**config.mk**
```make
export PLATFORM = sky130hd
export DESIGN_NAME = adbg_jsp_fifo_shifter
export DESIGN_NICKNAME = d
export VERILOG_FILES = /design/src/rtl/adbg_jsp_fifo_shifter.sv
export SDC_FILE = /design/constraint.sdc
export NUM_CORES = 1
export LEC_CHECK = 0
export CAP_MARGIN = 20
export CORE_ASPECT_RATIO = 0.9
export CORE_MARGIN = 5
export CORE_UTILIZATION = 61
export CTS_CLUSTER_SIZE = 40
export DETAILED_ROUTE_END_ITERATION = 8
export GPL_TIMING_DRIVEN = 0
export PLACE_DENSITY = 0.92
export REMOVE_ABC_BUFFERS = 1
export SYNTH_ARGS = -nofsm -noshare
export SYNTH_HDL_FRONTEND = slang
export SYNTH_SLANG_ARGS = --single-unit
```
**constraint.sdc**
```tcl
create_clock -name tck_i -period 7.35 [get_ports tck_i]
set_input_delay 0.735 -clock tck_i [delete_from_list [all_inputs] [get_ports tck_i]]
set_output_delay 0.735 -clock tck_i [all_outputs]
set_load 0.01 [all_outputs]
```
**src/rtl/adbg_jsp_fifo_shifter.sv**
```systemverilog
// JTAG Serial Port data path: up/dn byte FIFOs plus the count-header DR shifter,
// all in the TCK domain.
module adbg_jsp_fifo_shifter #(
    parameter int unsigned FIFO_DEPTH = 8
) (
    input  logic                                tck_i,
    input  logic                                rst_i,
    input  logic                                tdi_i,
    output logic                                module_tdo_o,
    input  logic                                capture_dr_i,
    input  logic                                shift_dr_i,
    input  logic                                update_dr_i,
    input  logic                                module_select_i,
    input  logic [7:0]                          up_data_i,
    input  logic                                up_valid_i,
    output logic                                up_ready_o,
    output logic [7:0]                          dn_data_o,
    output logic                                dn_valid_o,
    input  logic                                dn_ready_i,
    output logic [$clog2(FIFO_DEPTH+1)-1:0]     up_count_o,
    output logic [$clog2(FIFO_DEPTH+1)-1:0]     dn_count_o
);
    localparam int unsigned CNT_W = $clog2(FIFO_DEPTH + 1);
    localparam int unsigned AW    = $clog2(FIFO_DEPTH);
    localparam int unsigned HW    = 2 * CNT_W;
    localparam int unsigned SW    = (HW > 8) ? HW : 8;
    localparam int unsigned BCW   = $clog2(SW);

    typedef enum logic [1:0] {StIdle, StHdr, StData, StDone} state_e;

    state_e             state_q, state_d;
    logic [SW-1:0]      out_sr_q, out_sr_d;
    logic [HW-2:0]      hdr_sr_q, hdr_sr_d;
    logic [6:0]         in_sr_q, in_sr_d;
    logic [BCW-1:0]     bit_cnt_q, bit_cnt_d;
    logic [CNT_W-1:0]   slot_q, slot_d;
    logic [CNT_W-1:0]   su_q, su_d, sf_q, sf_d;
    logic [CNT_W-1:0]   rd_cnt_q, rd_cnt_d, wr_cnt_q, wr_cnt_d;
    // Pointers carry one extra wrap bit so occupancy is simply wptr - rptr.
    logic [CNT_W-1:0]   up_wptr_q, up_wptr_d, up_rptr_q, up_rptr_d;
    logic [CNT_W-1:0]   dn_wptr_q, dn_wptr_d, dn_rptr_q, dn_rptr_d;
    logic [7:0]         up_mem_q [FIFO_DEPTH];
    logic [7:0]         dn_mem_q [FIFO_DEPTH];

    logic               up_push, up_pop, dn_push, dn_pop;
    logic [HW-1:0]      hdr_full;
    logic [CNT_W-1:0]   n_rd, n_wr, rd_new, wr_new, max_cnt, slot_nx;
    logic [7:0]         in_byte, up_head;

    assign up_count_o   = up_wptr_q - up_rptr_q;
    assign dn_count_o   = dn_wptr_q - dn_rptr_q;
    assign up_ready_o   = (up_count_o != CNT_W'(FIFO_DEPTH));
    assign dn_valid_o   = (dn_count_o != '0);
    assign dn_data_o    = dn_valid_o ? dn_mem_q[dn_rptr_q[AW-1:0]] : 8'h00;
    assign module_tdo_o = (state_q == StDone) ? 1'b0 : out_sr_q[0];

    // Header/byte assembly includes the bit currently on tdi_i.
    assign hdr_full = {tdi_i, hdr_sr_q};
    assign n_rd     = hdr_full[CNT_W-1:0];
    assign n_wr     = hdr_full[HW-1:CNT_W];
    assign rd_new   = (n_rd < su_q) ? n_rd : su_q;
    assign wr_new   = (n_wr < sf_q) ? n_wr : sf_q;
    assign in_byte  = {tdi_i, in_sr_q};
    assign up_head  = up_mem_q[up_rptr_q[AW-1:0]];
    assign max_cnt  = (rd_cnt_q > wr_cnt_q) ? rd_cnt_q : wr_cnt_q;
    assign slot_nx  = slot_q + CNT_W'(1);

    // Next-state: scan FSM, shift registers and FIFO pointers.
    always_comb begin
        state_d   = state_q;
        out_sr_d  = out_sr_q;
        hdr_sr_d  = hdr_sr_q;
        in_sr_d   = in_sr_q;
        bit_cnt_d = bit_cnt_q;
        slot_d    = slot_q;
        su_d      = su_q;
        sf_d      = sf_q;
        rd_cnt_d  = rd_cnt_q;
        wr_cnt_d  = wr_cnt_q;
        up_push   = up_valid_i & up_ready_o;
        dn_pop    = dn_valid_o & dn_ready_i;
        up_pop    = 1'b0;
        dn_push   = 1'b0;
        if (module_select_i) begin
            if (capture_dr_i) begin
                su_d      = up_count_o;
                sf_d      = CNT_W'(FIFO_DEPTH) - dn_count_o;
                out_sr_d  = SW'({sf_d, su_d});
                bit_cnt_d = '0;
                state_d   = StHdr;
            end else if (update_dr_i) begin
                state_d = StIdle;
            end else if (shift_dr_i) begin
                case (state_q)
                    StHdr: begin
                        out_sr_d  = out_sr_q >> 1;
                        hdr_sr_d  = hdr_full[HW-1:1];
                        bit_cnt_d = bit_cnt_q + BCW'(1);
                        if (bit_cnt_q == BCW'(HW - 1)) begin
                            rd_cnt_d  = rd_new;
                            wr_cnt_d  = wr_new;
                            slot_d    = '0;
                            bit_cnt_d = '0;
                            if (rd_new != '0 || wr_new != '0) begin
                                state_d = StData;
                                if (rd_new != '0) begin
                                    out_sr_d = SW'(up_head);
                                    up_pop   = 1'b1;
                                end else begin
                                    out_sr_d = '0;
                                end
                            end else begin
                                state_d = StDone;
                            end
                        end
                    end
                    StData: begin
                        out_sr_d  = out_sr_q >> 1;
                        in_sr_d   = in_byte[7:1];
                        bit_cnt_d = bit_cnt_q + BCW'(1);
                        if (bit_cnt_q == BCW'(7)) begin
                            bit_cnt_d = '0;
                            dn_push   = (slot_q < wr_cnt_q);
                            slot_d    = slot_nx;
                            if (slot_nx >= max_cnt) begin
                                state_d = StDone;
                            end else if (slot_nx < rd_cnt_q) begin
                                out_sr_d = SW'(up_head);
                                up_pop   = 1'b1;
                            end else begin
                                out_sr_d = '0;
                            end
                        end
                    end
                    default: ;
                endcase
            end
        end
        up_wptr_d = up_wptr_q + CNT_W'(up_push);
        up_rptr_d = up_rptr_q + CNT_W'(up_pop);
        dn_wptr_d = dn_wptr_q + CNT_W'(dn_push);
        dn_rptr_d = dn_rptr_q + CNT_W'(dn_pop);
    end

    // State and pointer registers.
    always_ff @(posedge tck_i or posedge rst_i) begin
        if (rst_i) begin
            state_q   <= StIdle;
            out_sr_q  <= '0;
            hdr_sr_q  <= '0;
            in_sr_q   <= '0;
            bit_cnt_q <= '0;
            slot_q    <= '0;
            su_q      <= '0;
            sf_q      <= '0;
            rd_cnt_q  <= '0;
            wr_cnt_q  <= '0;
            up_wptr_q <= '0;
            up_rptr_q <= '0;
            dn_wptr_q <= '0;
            dn_rptr_q <= '0;
        end else begin
            state_q   <= state_d;
            out_sr_q  <= out_sr_d;
            hdr_sr_q  <= hdr_sr_d;
            in_sr_q   <= in_sr_d;
            bit_cnt_q <= bit_cnt_d;
            slot_q    <= slot_d;
            su_q      <= su_d;
            sf_q      <= sf_d;
            rd_cnt_q  <= rd_cnt_d;
            wr_cnt_q  <= wr_cnt_d;
            up_wptr_q <= up_wptr_d;
            up_rptr_q <= up_rptr_d;
            dn_wptr_q <= dn_wptr_d;
            dn_rptr_q <= dn_rptr_d;
        end
    end

    // FIFO storage; cleared on reset so the dn head reads zero.
    always_ff @(posedge tck_i or posedge rst_i) begin
        if (rst_i) begin
            up_mem_q <= '{default: 8'h00};
            dn_mem_q <= '{default: 8'h00};
        end else begin
            if (up_push) up_mem_q[up_wptr_q[AW-1:0]] <= up_data_i;
            if (dn_push) dn_mem_q[dn_wptr_q[AW-1:0]] <= in_byte;
        end
    end

endmodule

```
==> impl_metrics.csv <==
group,metric,value,unit
critical_path,worstSetupPathType,"reg -> reg",
cells_and_area,nNetsFinal,848,
pwr,peakVddDrop,0.282,mV
global_route,sum_of_overflow_across_all_layers_after_global_routing,0,
placed_design,detailedPlace.worstSlack,2.96,ns
synth,fraction_of_the_mapped_netlist_area_in_adder_cells,0.0575,
cells_and_area,layout.filler_cells,946,
clocking,max-clock-path-buffers,2,
clocking,clock_tree.root_cell,"sky130_fd_sc_hd__clkbuf_16",
clocking,clkSlewWorstSetupHoldPaths,0.07,ns
synth,syn_inst,763,
critical_path,reg2regPathDepth,18,
worst_hold_path,hold_path_class,"reg -> reg",
drt,drt-vias-per-instance,6.26,
synth,synth.area.mux_share,0.251,
sta,timing.clock.skew,0.0103,ns
floorplan,design.core.area,15400,sq um
cells_and_area,final_cell_mix,"sky130_fd_sc_hd__dfrtp_1 (191), sky130_fd_sc_hd__mux2_2 (143), sky130_fd_sc_hd__nand2_1 (70)",
synth,async_reset_ff_frac,1.00,
synth,post_synth.cell_area_avg,12.6,sq um
sta,worst_slew_pin_slew,0.980,ns
synth,netlist.top_cell.by_area,"sky130_fd_sc_hd__dfrtp_1",
sta,fmax,0.216,GHz
synth,synth_seq_area_share,0.497,
global_route,grt_max_degree,118,
clocking,postCtsSetupRepairBufs,0,
pwr,leakage,4.88,nW
critical_path,setup.reg_to_reg.worst_slack,2.71,ns
synth,number_of_distinct_standard_cells_referenced_by_the_synthesized_netlist,58,
synth,most_used_dff_post_synth,"sky130_fd_sc_hd__dfrtp_1",
drt,route.vias.total,6275,
cells_and_area,final_core_utilization,0.700,
drt,routed_wire_length_per_instance,21.2,um
floorplan,initial_core_util,0.623,
job,max_capacitance_violation_count,0,
critical_path,crit_chain,"inv_1 > ha_1 > nor2b_1 > o21ai_0 > nand2b_1 > a21oi_1 > a41o_1 > mux2_2 > ha_1 > nand2b_1 > a21oi_1 > o21ai_1 > o221ai_1 > nand2_1 > nor3_1 > ha_1 > ha_1 > xor2_1",
sta,setup_ws,2.71,ns
floorplan,fp.dieArea,18400,sq um
global_route,grt-busiest-layer,"met2",
clocking,clock_latency,0.44,ns
sta,timing.slew.headroom,0.347,
critical_path,worst_path_max_stage_delay,0.84,ns
synth,synth_area_leaders,"sky130_fd_sc_hd__dfrtp_1 (50%), sky130_fd_sc_hd__mux2_2 (17%), sky130_fd_sc_hd__mux4_2 (7.5%)",
critical_path,timing.critical_path.to_type,"flop",
floorplan,floorplan.rows,43,
critical_path,critical_path.reg2reg.endpoint,"up_rptr_q[2]",
drt,ant_nets,0,
critical_path,worst_ep_required_time,7.70,ns
floorplan,top_level_ports,36,
sta,layout_worst_path_cycle_share,0.631,
critical_path,regToRegStartpoint,"wr_cnt_q[1]",
critical_path,worstPathArrival,4.99,ns
floorplan,die-height,129,um
synth,post_synth_and_or_nand_nor_area_fraction,0.0880,
synth,total_of_warnings_raised_by_yosys,0,
cells_and_area,antenna_cells,0,
sta,endpoints_failing_setup,0,
global_route,gr-usage-met1,0.313,
sta,maxSlewViolCount,0,
global_route,grt_pass1_wl,35.2,mm
clocking,ctsHtreeMaxLevel,4,
global_route,antenna_found_initial,0,
drt,drt_wl_total,21.2,mm
floorplan,floorplan.die.width,142,um
clocking,cts-resized-gates,0,
worst_hold_path,timing.hold.worst_path_depth,1,
global_route,grt_pass1_vias,6757,
synth,synth.ff_latch_count,191,
synth,synth_compound_gate_area_share,0.0612,
drt,dr.first_iter.drc_count,677,
critical_path,crit_top_cell,"sky130_fd_sc_hd__ha_1",
synth,synth_xor_xnor_area_share,0.0155,
clocking,cts_buffers,17,
synth,synth_enable_flop_cells,0,
sta,rsz_0062_raised_after_global_routing,"no",
placed_design,io_buffers,35,
global_route,global_route.usage.met3,0.0609,
cells_and_area,flow.area_growth_from_synthesis,12.3,%
status,outcome,"completed",
cells_and_area,layout_commonest_cell,"sky130_fd_sc_hd__dfrtp_1",
clocking,hold_buffers,0,
drt,dr.pass1.iters,5,
critical_path,cp-startpoint,"wr_cnt_q[1]",
pwr,cellPowerDensity,330,nW/um^2
clocking,clock_sink_count,191,
global_route,grt_util_met2,0.410,
drt,drc,0,
sta,period_needed,4.64,ns
pwr,post-layout-total-power,3.56,mW
worst_hold_path,min_from,"dn_wptr_q[3]",
placed_design,detailedPlacementHpwl,13.0,mm
synth,post_synth_instance_area,9620,sq um
global_route,track_usage,0.246,
synth,combinational_family_with_the_most_area_after_synthesis,"multiplexers",
critical_path,cp-endpoint,"up_rptr_q[2]",
clocking,tritoncts,"built",
cells_and_area,share_of_layout_cells_above_drive_strength_1,0.275,
sta,final-hold-violation-count,0,
synth,synthDominantCellAreaShare,0.497,
critical_path,critical_path_peak_fanout,9,
critical_path,worst_setup_path_start_kind,"flop",
placed_design,globalplace.congestion,0.810,
critical_path,crit_path_slowest_cell,"sky130_fd_sc_hd__o221ai_1",
[synthesized netlist by cell type, types with 7 or more instances]
cell / n
sky130_fd_sc_hd__clkbuf_1: 19
sky130_fd_sc_hd__mux2i_1: 7
sky130_fd_sc_hd__xnor2_1: 9
sky130_fd_sc_hd__ha_1: 41
sky130_fd_sc_hd__buf_1: 8
sky130_fd_sc_hd__dfrtp_1: 191
sky130_fd_sc_hd__o21ai_0: 28
sky130_fd_sc_hd__nand2_1: 70
sky130_fd_sc_hd__nor2_1: 13
sky130_fd_sc_hd__mux4_2: 32
sky130_fd_sc_hd__a31oi_1: 7
sky130_fd_sc_hd__inv_1: 38
sky130_fd_sc_hd__nand3_1: 23
sky130_fd_sc_hd__a21oi_1: 28
sky130_fd_sc_hd__xor2_1: 8
sky130_fd_sc_hd__mux2_2: 143
sky130_fd_sc_hd__nand4_1: 10
[how the worst min path moves through the flow]
stage                               to  slack [ns]
after floorplan           dn_mem_q[41]        0.45
after detailed placement  dn_mem_q[41]        0.47
after global placement    dn_mem_q[41]        0.46
after CTS                 dn_wptr_q[3]        0.49
final                     dn_wptr_q[3]        0.49
after global routing      dn_wptr_q[3]        0.50
[per-layer routing]
metal / share of wire / vias to the layer above
li1: - / 2823
met1: 0.41 / 3162
met2: 0.51 / 229
met3: 0.055 / 61
met4: 0.023 / 0
met5: 0 / -
[worst max-delay path: cells and delay by family (launching register included)]
family	cells	cell delay (ns)
AOI/OAI and AO/OA	6	1.84
and+or+nand+nor	5	0.71
buffers and inverters	1	0.09
muxes	1	0.37
adders and majority gates	4	0.99
xor gates and xnor gates	1	0.16
DFF	1	0.39
[logic make-up after synthesis]
| family | Yosys count |
|---|---|
| compound gates | 96 |
| xor+xnor | 17 |
| fa+ha+maj | 43 |
| buf+inv | 74 |
| flops | 191 |
| mux | 183 |
| simple gates | 159 |
[state kept, by name, summed over array words and instances, names as in the netlist]
| name | count |
|---|---|
| bit_cnt_q | 3 |
| dn_mem_q | 64 |
| dn_rptr_q | 4 |
| dn_wptr_q | 4 |
| hdr_sr_q | 7 |
| in_sr_q | 7 |
| out_sr_q | 8 |
| rd_cnt_q | 4 |
| sf_q | 4 |
| slot_q | 4 |
| state_q | 2 |
| su_q | 4 |
| up_mem_q | 64 |
| up_rptr_q | 4 |
| up_wptr_q | 4 |
| wr_cnt_q | 4 |
[cell type report]
type,instances,area (sq um),area share
clock inverters,7,124,0.0115
repair buffers,39,440,0.0408
inverters,41,161,0.0149
multi-input cells,498,4550,0.421
flip-flops and latches,191,4780,0.442
well taps,202,253,0.0234
clock buffers,25,495,0.0459
[metrics by stage]
step                      instances  cell area (sq um)  hold slack (ns)  TNS [ns]
after CTS                      1000              10700            0.495         0
after floorplan                 730               9480            0.452         0
after global placement          967              10100            0.463   -174.68
after detailed placement        968              10100            0.471         0
final                          1003              10800            0.489         0
after global routing           1003              10800            0.503         0
[power breakdown]
part	switching (mW)	total (mW)	internal, mW
logic	0.512	1.06	0.547
clock network	0.396	0.971	0.575
registers	0.226	1.53	1.31
total	1.13	3.56	2.43
Power figures use the tool's default switching activity.
